===== config.mk =====
export PLATFORM = sky130hd
export DESIGN_NAME = add_share_arb
export DESIGN_NICKNAME = d
export VERILOG_FILES = /design/src/rtl/add_share_arb.sv
export SDC_FILE = /design/constraint.sdc
export NUM_CORES = 1
export LEC_CHECK = 0
export ABC_AREA = 1
export BUFFER_PORTS_ARGS = -buffer_cell sky130_fd_sc_hd__buf_2
export CAP_MARGIN = 20
export CORE_AREA = 5 5 158 160
export CTS_CLUSTER_DIAMETER = 80
export CTS_CLUSTER_SIZE = 30
export DETAILED_ROUTE_END_ITERATION = 6
export DIE_AREA = 0 0 163 165
export PLACE_DENSITY = 0.54
export SYNTH_ARGS = -nofsm -noshare
export SYNTH_HDL_FRONTEND = slang
export SYNTH_SLANG_ARGS = --single-unit

===== constraint.sdc =====
create_clock -name clk -period 6.3 [get_ports clk]
set_input_delay 0.63 -clock clk [delete_from_list [all_inputs] [get_ports clk]]
set_output_delay 0.63 -clock clk [all_outputs]
set_load 0.05 [all_outputs]

===== src/rtl/add_share_arb.sv =====
// Round-robin arbiter that time-shares one external combinational adder among
// NREQ requesters and returns each {cout,sum} result, tagged with its ID, on one valid/ready port.
module add_share_arb #(
  parameter int NREQ = 4,
  parameter int W    = 32,
  parameter int IDW  = 2,
  parameter int CNTW = 16
) (
  input  logic              clk,
  input  logic              rst_n,
  input  logic [NREQ-1:0]   req_valid,
  output logic [NREQ-1:0]   req_ready,
  input  logic [NREQ*W-1:0] req_a,
  input  logic [NREQ*W-1:0] req_b,
  output logic [W-1:0]      add_a,
  output logic [W-1:0]      add_b,
  input  logic [W:0]        add_res,
  output logic              res_valid,
  input  logic              res_ready,
  output logic [W:0]        res_data,
  output logic [IDW-1:0]    res_id,
  output logic [CNTW-1:0]   done_cnt
);

  logic            res_valid_q, res_valid_d;
  logic [W:0]      res_data_q, res_data_d;
  logic [IDW-1:0]  res_id_q, res_id_d;
  logic [IDW-1:0]  ptr_q, ptr_d;
  logic [CNTW-1:0] done_cnt_q, done_cnt_d;

  logic            can_accept;
  logic            grant_vld;
  logic [IDW-1:0]  grant_id;
  logic            drain;
  int              idx;

  // Gating with rst_n keeps req_ready low for the whole time reset is held.
  assign can_accept = rst_n & (~res_valid_q | res_ready);
  assign drain      = res_valid_q & res_ready;

  // NOTE: every always_comb output gets a default first so no path infers a latch.
  always_comb begin
    grant_vld = 1'b0;
    grant_id  = '0;
    idx       = 0;
    if (can_accept) begin
      for (int k = 0; k < NREQ; k++) begin
        idx = int'(ptr_q) + k;
        if (idx >= NREQ) idx = idx - NREQ;
        if (!grant_vld && req_valid[idx]) begin
          grant_vld = 1'b1;
          grant_id  = IDW'(idx);
        end
      end
    end
  end

  always_comb begin
    req_ready = '0;
    add_a     = '0;
    add_b     = '0;
    if (grant_vld) begin
      req_ready[grant_id] = 1'b1;
      add_a = req_a[int'(grant_id)*W +: W];
      add_b = req_b[int'(grant_id)*W +: W];
    end
  end

  always_comb begin
    res_valid_d = res_valid_q;
    res_data_d  = res_data_q;
    res_id_d    = res_id_q;
    ptr_d       = ptr_q;
    done_cnt_d  = done_cnt_q;
    if (drain) begin
      res_valid_d = 1'b0;
      done_cnt_d  = done_cnt_q + 1'b1;
    end
    // A grant in the same cycle as a drain refills the slot: no bubble.
    if (grant_vld) begin
      res_valid_d = 1'b1;
      res_data_d  = add_res;
      res_id_d    = grant_id;
      ptr_d       = (int'(grant_id) == NREQ-1) ? '0 : IDW'(int'(grant_id) + 1);
    end
  end

  // NOTE: sequential state uses non-blocking assignments only.
  always_ff @(posedge clk or negedge rst_n) begin
    if (!rst_n) begin
      res_valid_q <= 1'b0;
      res_data_q  <= '0;
      res_id_q    <= '0;
      ptr_q       <= '0;
      done_cnt_q  <= '0;
    end else begin
      res_valid_q <= res_valid_d;
      res_data_q  <= res_data_d;
      res_id_q    <= res_id_d;
      ptr_q       <= ptr_d;
      done_cnt_q  <= done_cnt_d;
    end
  end

  assign res_valid = res_valid_q;
  assign res_data  = res_data_q;
  assign res_id    = res_id_q;
  assign done_cnt  = done_cnt_q;

endmodule


==> metrics.txt, run 1 <==
Post-CTS Hold Fix Bufs 0; final setup fails 0; WL final 24.1 mm; TritonCTS clock tree done; setup slack, reg-to-reg 3.27 ns; largest net degree at the start of global routing between 150 and 200; post-cts resize count 0; HPWL Detailed 18.6 mm; R2R cell count 12; H-tree Lvls 2; final hold violations 0; post-synthesis adder-cell area fraction 1.18%; Final ANT Viol Nets 0; pwr/cell area 531 mW/mm^2; final core occ 33.1%; vias per cell 4.31; CP Max Fanout 188; Synth area leader nand2_1; 1st-pass router iterations 4; Vias around 7.0k; Synth cell types 31; Worst Tran Pin Value between 0.9 and 1 ns; R2R Path Start ptr_q[0]; Seq/Total Area, Yosys between 20% and 30%; mux share of post-synthesis cell area less than 1%; clock latency on the worst-skew pair around 0.29 ns; Slew Limit Fails 0; switch share 66.5%; Yosys warnings 0; clock sink count 54; fin crit share 64.6%; Gate power share between 70% and 80%; sequential power share between 10% and 20%; top cells by area, synth nand2_1, dfrtp_1, inv_1; mean routed wirelength per cell roughly 15 microns; Max transition margin between 30% and 40%; Hold Path Class flop to flop; Die Ht ~170 microns; Achievable Freq about 250 MHz; die area about 0.027 sq mm; Pint around 1400 uW; Multi-input gate area 0.00302 sq mm; most frequent cell after synthesis nand2_1; status completed; Tot GR Track Use ~16%; DRC 0; die width around 160 microns; worst reg2reg endpoint ptr_q[1]; met1 Use GR around 18%; Avg Cell Area, Syn roughly 5.7 sq um; WP data required about 5.7 ns; Synth Register Bits 54; Post-synth ARST share 100%; Initial Utilization 22.8%; min Tclk post-route 4.07 ns; first-pass GRT wire length roughly 35 mm; Worst setup EP type primary output; compound-gate portion of the synthesized area 9.43%; crit start category flop; gr ovfl total 0; Arrival @ worst endpoint ~3.4 ns; simple logic cell fraction of the synthesized area a little over two fifths; core area between 0.02 and 0.025 sq mm; cell count after synthesis ~920; Clock Power Share around 7.0%; # rows 56; Worst IR Drop VDD just under 0.4 mV; CP Capture Point add_a[8]; First DRT Iteration DRCs 352; clk slew on worst S/H paths around 0.070 ns; Post-Synth XOR/XNOR Area ~2.3%; mapped cell area approximately 0.0053 sq mm; skew final roughly 0.0057 ns; most used routing layer met2; Setup TNS Final 0 ns; met2 usage between 30% and 40%; Post-synth EDFFs 0; P_leak 0.00505 uW; initial antenna violation count 9; top cell type's share of synthesized area ~28%; root buf cell clkbuf_16; Setup crit start ptr_q[0]; M3 GR Usage between 4 and 5%; Synth top cells by count nand2_1, inv_1, nand3_1; Max Root-Sink Buffers 2; Filler cells between 2k and 3k; vias in the first global route around 6.6k; IO Count 416; Reg area 0.00135 sq mm; top_reg_cell synth dfrtp_1; fin nets about 1.6k; Syn Nets approximately 1.2k; total CTS buffers 5; Max-Cap Viols 0; main combinational cell family by area after synthesis simple AND/OR/NAND/NOR gates; post-CTS setup buffers 0; NetSw approximately 2700 uW; Area Overhead vs Synth 45.2%; post-route insts no fill 1616; placed cells about 1.6k; GP Congestion approximately 0.87; Setup Crit Path Kind flop to primary output; unrepaired setup endpoints after global routing no; layout cells sized above 1 between 30% and 40%; I/O Buffers 415
per-layer routing:
layer | vias to the layer above | share of wire [%]
li1 | 3588 | -
met1 | 3081 | 38
met2 | 253 | 52
met3 | 27 | 8.5
met4 | 10 | 1.5
met5 | - | 0.20
layout by cell type (no fill, tap or decap), types with 2 or more instances in the layout:
| cell type | netlist | layout |
|---|---|---|
| a21oi_1 | 37 | 37 |
| buf_2 | 21 | 415 |
| buf_4 | 6 | 6 |
| clkbuf_16 | 0 | 5 |
| dfrtp_1 | 54 | 54 |
| diode_2 | 0 | 4 |
| ha_1 | 5 | 5 |
| inv_1 | 159 | 159 |
| inv_2 | 5 | 5 |
| nand2_1 | 391 | 389 |
| nand2_2 | 0 | 2 |
| nand3_1 | 68 | 68 |
| nand3b_1 | 3 | 3 |
| nand4_1 | 44 | 44 |
| nor2_1 | 13 | 13 |
| nor2_4 | 1 | 2 |
| nor3_1 | 2 | 2 |
| o211ai_1 | 28 | 28 |
| o21ai_0 | 3 | 3 |
| o21ai_1 | 15 | 15 |
| or2_0 | 3 | 3 |
| or2_1 | 11 | 11 |
| xnor2_1 | 6 | 6 |
| xor2_1 | 8 | 8 |
power groups by stage:
stage	sequential (uW)	combinational, uW	clock [uW]
finish	580	3210	287
global route	602	3470	312
CTS	581	3250	305
detailed placement	578	3250	0
global placement	582	3230	0
floorplan	1030	2040	0
stage by stage:
step / hold WS [ns] / setup slack (ns) / instance area, sq um / total power [uW]
after detailed placement: 0.462 / 2.48 / 7520 / 3830
after global routing: 0.498 / 1.97 / 7690 / 4380
after CTS: 0.483 / 2.22 / 7680 / 4130
after floorplan: 0.334 / 3.05 / 5290 / 3070
after global placement: 0.459 / 2.47 / 7520 / 3810
final: 0.477 / 2.23 / 7690 / 4080
worst min-delay path by stage:
stage / from / endpoint / slack, ns / cells after the start
final: res_data[6] / res_data[6] / 0.48 / 2
after global routing: res_data[31] / res_data[31] / 0.50 / 2
after CTS: res_data[27] / res_data[27] / 0.48 / 2
after detailed placement: res_data[25] / res_data[25] / 0.46 / 2
after global placement: res_data[26] / res_data[26] / 0.46 / 2
after floorplan: rst_n / done_cnt[0] / 0.33 / 0
cell type report:
cell class,instances,area share [%]
antenna,4,0.130
sequential,54,17.6
clock buffer,6,1.81
tap,319,5.19
timing repair buffer,422,27.9
clock inverter,2,0.212
multi-input combinational,645,39.2
inverter,164,8.01
worst max-delay path, stage by stage (launching register included):
cell	delay, ns
dfrtp_1	0.54
inv_2	0.14
nand2_1	0.10
nand3_1	0.09
nand2_1	0.16
nor2_1	0.07
nor2_1	0.18
nand2_4	0.32
nand3_4	0.18
buf_12	0.52
or2_1	0.19
nand3_1	0.12
nand2_1	0.11
buf_2	0.26
registers in the layout (all words and copies together), names as in the netlist:
| signal | cells |
|---|---|
| res_valid | 1 |
| res_id | 2 |
| done_cnt | 16 |
| res_data | 33 |
| ptr_q | 2 |
kinds of logic after synthesis:
kind of cell,count (synthesis)
mux,1
flops,54
xor+xnor,14
buf+inv,223
compound gates,85
simple gates,540
fa+ha+maj,5
Power figures use the tool's default switching activity.
==> run 2: changes to the inputs <==
--- a/config.mk
+++ b/config.mk
@@ -8,11 +8,11 @@
 export ABC_AREA = 1
 export BUFFER_PORTS_ARGS = -buffer_cell sky130_fd_sc_hd__buf_2
 export CAP_MARGIN = 20
-export CORE_AREA = 5 5 158 160
+export CORE_AREA = 5 5 159 161
 export CTS_CLUSTER_DIAMETER = 80
 export CTS_CLUSTER_SIZE = 30
 export DETAILED_ROUTE_END_ITERATION = 6
-export DIE_AREA = 0 0 163 165
+export DIE_AREA = 0 0 164 166
 export PLACE_DENSITY = 0.54
 export SYNTH_ARGS = -nofsm -noshare
 export SYNTH_HDL_FRONTEND = slang
==> constraint.sdc (replaced) <==
create_clock -name clk -period 3.9 [get_ports clk]
set_input_delay 0.39 -clock clk [delete_from_list [all_inputs] [get_ports clk]]
set_output_delay 0.39 -clock clk [all_outputs]
set_load 0.05 [all_outputs]
==> run 2 against run 1 <==
Compared with the run above: worst hold slack got worse by 0.19 ns; global-route usage up 0.27 points; register-to-register slack lost 2.2 ns; setup slack worse by 1.7 ns; clock skew fell by 0.0013 ns; first-iteration DRC count is 1.1% lower; critical endpoint is now add_b[7]; cell area up 1.6%; clock power up 80%; critical path depth stayed put; count of clock-buffer cells in the layout fell by 1; final cell count increased by 0.93%.
==> metrics.txt, run 2 (synthesis gave the netlist of run 1 again) <==
status completed; unrepaired setup endpoints after global routing no; Max Root-Sink Buffers 2 (unchanged); CP Depth 13 (unchanged); fin crit share around 87%; min Tclk post-route 3.38 ns; 1st-pass router iterations 5 (+1); Initial Utilization 22.2% (-0.53 points); core area 0.0238 sq mm (+2.4%); Worst Hold Endpoint res_data[26]; total CTS buffers 5 (unchanged); Achievable Freq 296 MHz; WP data required 3.51 ns (-2.16 ns); fin nets 1601 (+0.50%); DRC 0 (unchanged); crit path buf inv count 3 (unchanged); first-pass GRT wire length 36.5 mm (+3.5%); root buf cell clkbuf_16; final hold violations 0 (unchanged); clock sink count 54 (unchanged); crit start category flop; mean routed wirelength per cell 15.0 microns (+0.25%); Critical-path top delay cell dfrtp_1; Area Overhead vs Synth 47.5%; IO Count 416 (unchanged); largest net degree at the start of global routing 64 (-66%); GP Congestion 0.827 (-5.1%); Hold Path Class input pin to flop; Max-Cap Viols 0 (unchanged); HPWL Detailed 19.1 mm (+2.6%); CP Cell Sequence inv_2 > nand2_1 > nand3_1 > nand2_1 > nor2_1 > nor2_1 > nand2_4 > nand3_4 > buf_4 > or2_0 > nand3_1 > nand2_1 > buf_2; layout cells sized above 1 34.7% (+0.40 points); skew final 0.00441 ns (-0.00130 ns); Setup Crit Path Kind flop to primary output; # rows 57 (+1.8%); I/O Buffers 415 (unchanged); final setup fails 0 (unchanged); P_leak 0.00510 uW (+1.0%); die width 164 microns (+0.61%); max FFs per register 33 (unchanged); vias per cell 4.35 (+1.1%); First DRT Iteration DRCs 348 (-1.1%); Vias 7102 (+2.1%); Area after DPL 0.00762 sq mm (+1.3%); HP Start add_res[26]; Arrival @ worst endpoint 2.99 ns (-0.45 ns); clk slew on worst S/H paths 0.07 ns (about the same); H-tree Lvls 2 (unchanged); CP Max Fanout 37 (-80%); initial antenna violation count 10 (+1); Worst Tran Pin Value 0.735 ns (-0.200 ns); post-route design area 0.00781 sq mm (+1.6%); pwr/cell area 862 mW/mm^2 (+62%); Die Ht 166 microns (+0.61%); Max transition margin 51.0% (+13 points); Worst path max stage delay 0.55 ns (about the same); Worst setup EP type primary output; R2R Path Start ptr_q[0]; critical path's top delay family simple AND/OR/NAND/NOR gates; most common cell after layout, fill and taps aside buf_2; WL final 24.4 mm (+1.2%); Worst IR Drop VDD 0.508 mV (+30%); die area 0.0272 sq mm (+1.2%); setup slack, reg-to-reg 1.10 ns (-2.17 ns); clock latency on the worst-skew pair 0.29 ns (about the same); vias in the first global route 6778 (+2.2%); Hold Path Depth 3 (+1); worst reg2reg endpoint res_data[30]; TritonCTS clock tree done; Slew Limit Fails 0 (unchanged); Tot GR Track Use 16.6% (+0.27 points); R2R cell count 12 (unchanged); gr ovfl total 0 (unchanged); most frequent cells in the layout buf_2, nand2_1, inv_1, nand3_1, dfrtp_1; Setup TNS Final 0 ns (unchanged); Filler cells 2814 (+5.7%); Final ANT Viol Nets 0 (unchanged); CP dominant cell by count nand2_1
## run 2: cell count changes in the layout (fill, tap and decap cells not counted)
cell | previous run | this run
buf_2 | 415 | 412
clkinvlp_4 | 1 | 0
clkbuf_8 | 1 | 0
diode_2 | 4 | 6
inv_4 | 0 | 1
bufinv_16 | 0 | 1
clkinv_2 | 0 | 1
buf_4 | 6 | 15
inv_2 | 5 | 4
buf_12 | 1 | 3
## run 2: worst min-delay path, cell delays in order
cell and delay [ns]:
buf_2 0.07, nand2_1 0.04, nand2_1 0.04
## run 2: where the power goes
group | total (uW) | leakage [uW] | switching, uW | internal [uW]
combinational | 5280 | 0.00433 | 4060 | 1220
sequential | 935 | 0.000680 | 155 | 780
clock | 518 | 0.0000842 | 214 | 305
## run 2: per-layer routing
metal | part of all wire, % | GRT usage [%] | wire [microns] | vias up
met4 | 2.0 | 4.49 | 491 | 6
met5 | 0.13 | 0 | 31 | -
met1 | 39 | 18.9 | 9500 | 3182
met2 | 50 | 30.2 | 12200 | 289
li1 | - | - | - | 3592
met3 | 9.2 | 4.74 | 2240 | 33
## run 2: area by class of cell
type                    count  area, sq um  area share (%)
clock buffers               5          125            1.60
inverters                 164          618            7.92
repair buffers            430         2230            28.6
diodes                      6         15.0           0.192
flip-flops and latches     54         1350            17.3
well taps                 324          405            5.19
multi-input cells         645         3020            38.6
clock inverters             3         43.8           0.561
## run 2: how the worst max path moves through the flow
| stage | start | endpoint | slack (ns) |
|---|---|---|---|
| floorplan | res_valid | add_a[11] | 0.95 |
| global placement | ptr_q[0] | req_ready[1] | 0.63 |
| detailed placement | ptr_q[0] | req_ready[1] | 0.61 |
| CTS | ptr_q[0] | req_ready[3] | 0.27 |
| global route | ptr_q[0] | req_ready[3] | 0.12 |
| finish | ptr_q[0] | add_b[7] | 0.52 |
## run 2: metrics by stage
stage / hold WS (ns) / power [uW] / instances / setup WS [ns] / utilization, %
2_1_floorplan: 0.0944 / 4960 / 922 / 0.948 / -
3_3_place_gp: 0.458 / 6250 / 1617 / 0.628 / 32.0
3_5_place_dp: 0.461 / 6260 / 1617 / 0.614 / 32.0
4_1_cts: 0.277 / 6810 / 1625 / 0.273 / 32.7
5_1_grt: 0.291 / 7250 / 1631 / 0.118 / 32.8
6_report: 0.285 / 6730 / 1631 / 0.520 / 32.8
## run 2: timing repair
item | 4_1_cts | 5_1_grt
setup endpoints to repair | 0 | 27
setup buffers | 0 | 0
hold buffers | 0 | 0
gates resized for setup | 0 | 2
==> run 3: changes to the inputs <==
==> config.mk (replaced) <==
export PLATFORM = sky130hd
export DESIGN_NAME = add_share_arb
export DESIGN_NICKNAME = d
export VERILOG_FILES = /design/src/rtl/add_share_arb.sv
export SDC_FILE = /design/constraint.sdc
export NUM_CORES = 1
export LEC_CHECK = 0
export ABC_AREA = 1
export CAP_MARGIN = 20
export CORE_AREA = 5 5 157 159
export CTS_CLUSTER_DIAMETER = 80
export CTS_CLUSTER_SIZE = 30
export DETAILED_ROUTE_END_ITERATION = 6
export DIE_AREA = 0 0 162 164
export DONT_BUFFER_PORTS = 1
export PLACE_DENSITY = 0.39
export SYNTH_ARGS = -nofsm -noshare
export SYNTH_HDL_FRONTEND = slang
export SYNTH_SLANG_ARGS = --single-unit
==> run 3 against run 2 <==
Compared with the run above: critical path depth increased by 3; setup slack better by 0.11 ns; utilization shrank 3.8 points; first-iteration DRC count grew 0.29%; clock power down 2%; register-to-register slack got worse by 0.06 ns; clock skew is 0.0021 ns higher; sequential share of layout area rose by 2.9 points; global-route usage is 0.30 points lower; non-clock buffer count fell by 351; count of clock-buffer cells in the layout unchanged; sequential power up 87%; critical endpoint is now add_b[6]; largest cell class unchanged.
==> metrics.txt, run 3 (synthesis gave the netlist of run 1 again) <==
Worst Tran Pin Value 0.725 ns (-0.0101 ns); final setup fails 0 (unchanged); top sig layer met5; NetSw 4480 uW (+1.4%); WP data required 3.51 ns (about the same); total CTS buffers 5 (unchanged); skew final 0.00647 ns (+0.00207 ns); Arrival @ worst endpoint 2.88 ns (-0.11 ns); sequential power share 23.7% (+9.8 points); min Tclk post-route 3.27 ns (-0.112 ns); I/O Buffers 0 (-100%); Clock Power Share 6.9% (-0.8 points); gr ovfl total 0 (unchanged); DR WL met2 11.7 mm (-3.8%); max FFs per register 33 (unchanged); vias in the first global route 5597 (-17%); IO Count 416 (unchanged); Setup TNS Final 0 ns (unchanged); layout cells sized above 1 10.4% (-24 points); Initial Utilization 22.9% (+0.67 points); Worst setup EP type primary output; most common cell after layout, fill and taps aside nand2_1; Die Ht 164 microns (-1.2%); Worst path max stage delay 0.54 ns (about the same); Metal-1 WL 8.95 mm (-5.9%); Area Overhead vs Synth 26.6%; Pint 2880 uW (+25%); post-CTS setup buffers 0 (unchanged); P_leak 0.00384 uW (-25%); Worst Hold Endpoint res_data[7]; CP Max Fanout 42 (+14%); clock latency on the worst-skew pair 0.29 ns (about the same); mean routed wirelength per cell 18.9 microns (+27%); WL met3 2.31 mm (+3.0%); unrepaired setup endpoints after global routing no; final hold violations 0 (unchanged); Tot GR Track Use 16.3% (-0.30 points); Hold Path Class input pin to flop; GP Congestion 0.930 (+12%); Post-CTS Hold Fix Bufs 2 (+2); final core occ 29.0% (-3.8 points); initial antenna violation count 6 (-4); # rows 56 (-1.8%); Achievable Freq 306 MHz (+3.4%); Hold Path Depth 2 (-1); root buf cell clkbuf_16; H-tree Lvls 2 (unchanged); largest net degree at the start of global routing 105 (+64%); Reg area 0.00135 sq mm (unchanged); DRC 0 (unchanged); vias per cell 4.69 (+7.6%); Multi-input gate area 0.00301 sq mm (about the same); crit start category flop; Filler cells 2599 (-7.6%); 1st-pass router iterations 7 (+2); most frequent cells in the layout nand2_1, inv_1, nand3_1, dfrtp_1, buf_12; worst reg2reg endpoint ptr_q[1]; status completed; Setup Crit Path Kind flop to primary output; fin crit share 83.8% (-2.9 points); First DRT Iteration DRCs 349 (+0.29%); R2R Path Start ptr_q[0]; die width 162 microns (-1.2%); Slew Limit Fails 0 (unchanged); Worst IR Drop VDD 0.586 mV (+15%); first-pass GRT wire length 33.8 mm (-7.5%); HP Start add_res[7]; die area 0.0266 sq mm (-2.4%); switch share 60.9% (-4.8 points); Max transition margin 51.6% (+0.67 points); Max-Cap Viols 0 (unchanged); core area 0.0231 sq mm (-2.9%); pwr/cell area 1100 mW/mm^2 (+27%); Gate power share 69.4% (-9.0 points); final hold slack 0.202 ns (-0.0826 ns); post-cts resize count 0 (unchanged); R2R cell count 12 (unchanged); fin nets 1250 (-22%); clk slew on worst S/H paths 0.07 ns (about the same); CP dominant cell by count nand2_1; setup slack, reg-to-reg 1.04 ns (-0.06 ns); WL final 23.6 mm (-3.6%); Critical-path top delay cell dfrtp_1; CP Cell Sequence inv_2 > nand2_1 > nand2_1 > nand2_1 > nand2_1 > nor2_4 > nand3b_1 > nand2_1 > inv_1 > nand2_2 > inv_2 > nor2_4 > buf_4 > nand2_1 > nand2_1 > buf_12; clock sink count 54 (unchanged); TritonCTS clock tree done; HPWL Detailed 18.3 mm (-4.1%); Max Root-Sink Buffers 2 (unchanged); Final ANT Viol Nets 0 (unchanged); Vias 5826 (-18%)
-- run 3: cell type report --
class	count	area share (%)
antenna	3	0.112
multi-input combinational	645	45.0
clock inverter	3	0.672
timing repair buffer	79	17.6
sequential	54	20.2
inverter	164	9.19
clock buffer	5	1.87
tap	290	5.42
-- run 3: metrics by stage --
step	area (sq um)	setup WS, ns	instances	power, uW
after global routing	6700	0.266	1243	7860
after floorplan	5290	0.948	922	4960
after detailed placement	6480	0.909	1230	6920
after CTS	6690	0.570	1240	7470
after global placement	6480	0.912	1230	6930
final	6700	0.632	1243	7360
-- run 3: worst max-delay path: cells and delay by family, from the launching register on --
family                 cells  cell delay, ns
AND/OR/NAND/NOR           11            1.08
flip-flops                 1            0.54
buffers and inverters      5            0.90
-- run 3: worst max-delay path by stage --
stage,depth (start not counted),from,endpoint
after floorplan,10,res_valid,add_a[11]
after global placement,16,ptr_q[0],add_b[6]
after detailed placement,16,ptr_q[0],add_b[21]
after CTS,16,ptr_q[0],add_b[21]
after global routing,16,ptr_q[0],add_a[2]
final,16,ptr_q[0],add_b[6]
-- run 3: power by group through the flow --
| stage | combinational, uW | clock (uW) | sequential, uW |
|---|---|---|---|
| 3_5_place_dp | 5160 | 0 | 1760 |
| 4_1_cts | 5180 | 540 | 1750 |
| 6_report | 5110 | 509 | 1750 |
| 3_3_place_gp | 5160 | 0 | 1770 |
| 2_1_floorplan | 3290 | 0 | 1670 |
| 5_1_grt | 5510 | 561 | 1780 |
-- run 3: layer usage --
layer	vias to the layer above	GRT usage, %
li1	2893	-
met5	-	0
met3	30	5.60
met2	281	28.4
met4	4	4.77
met1	2618	19.1
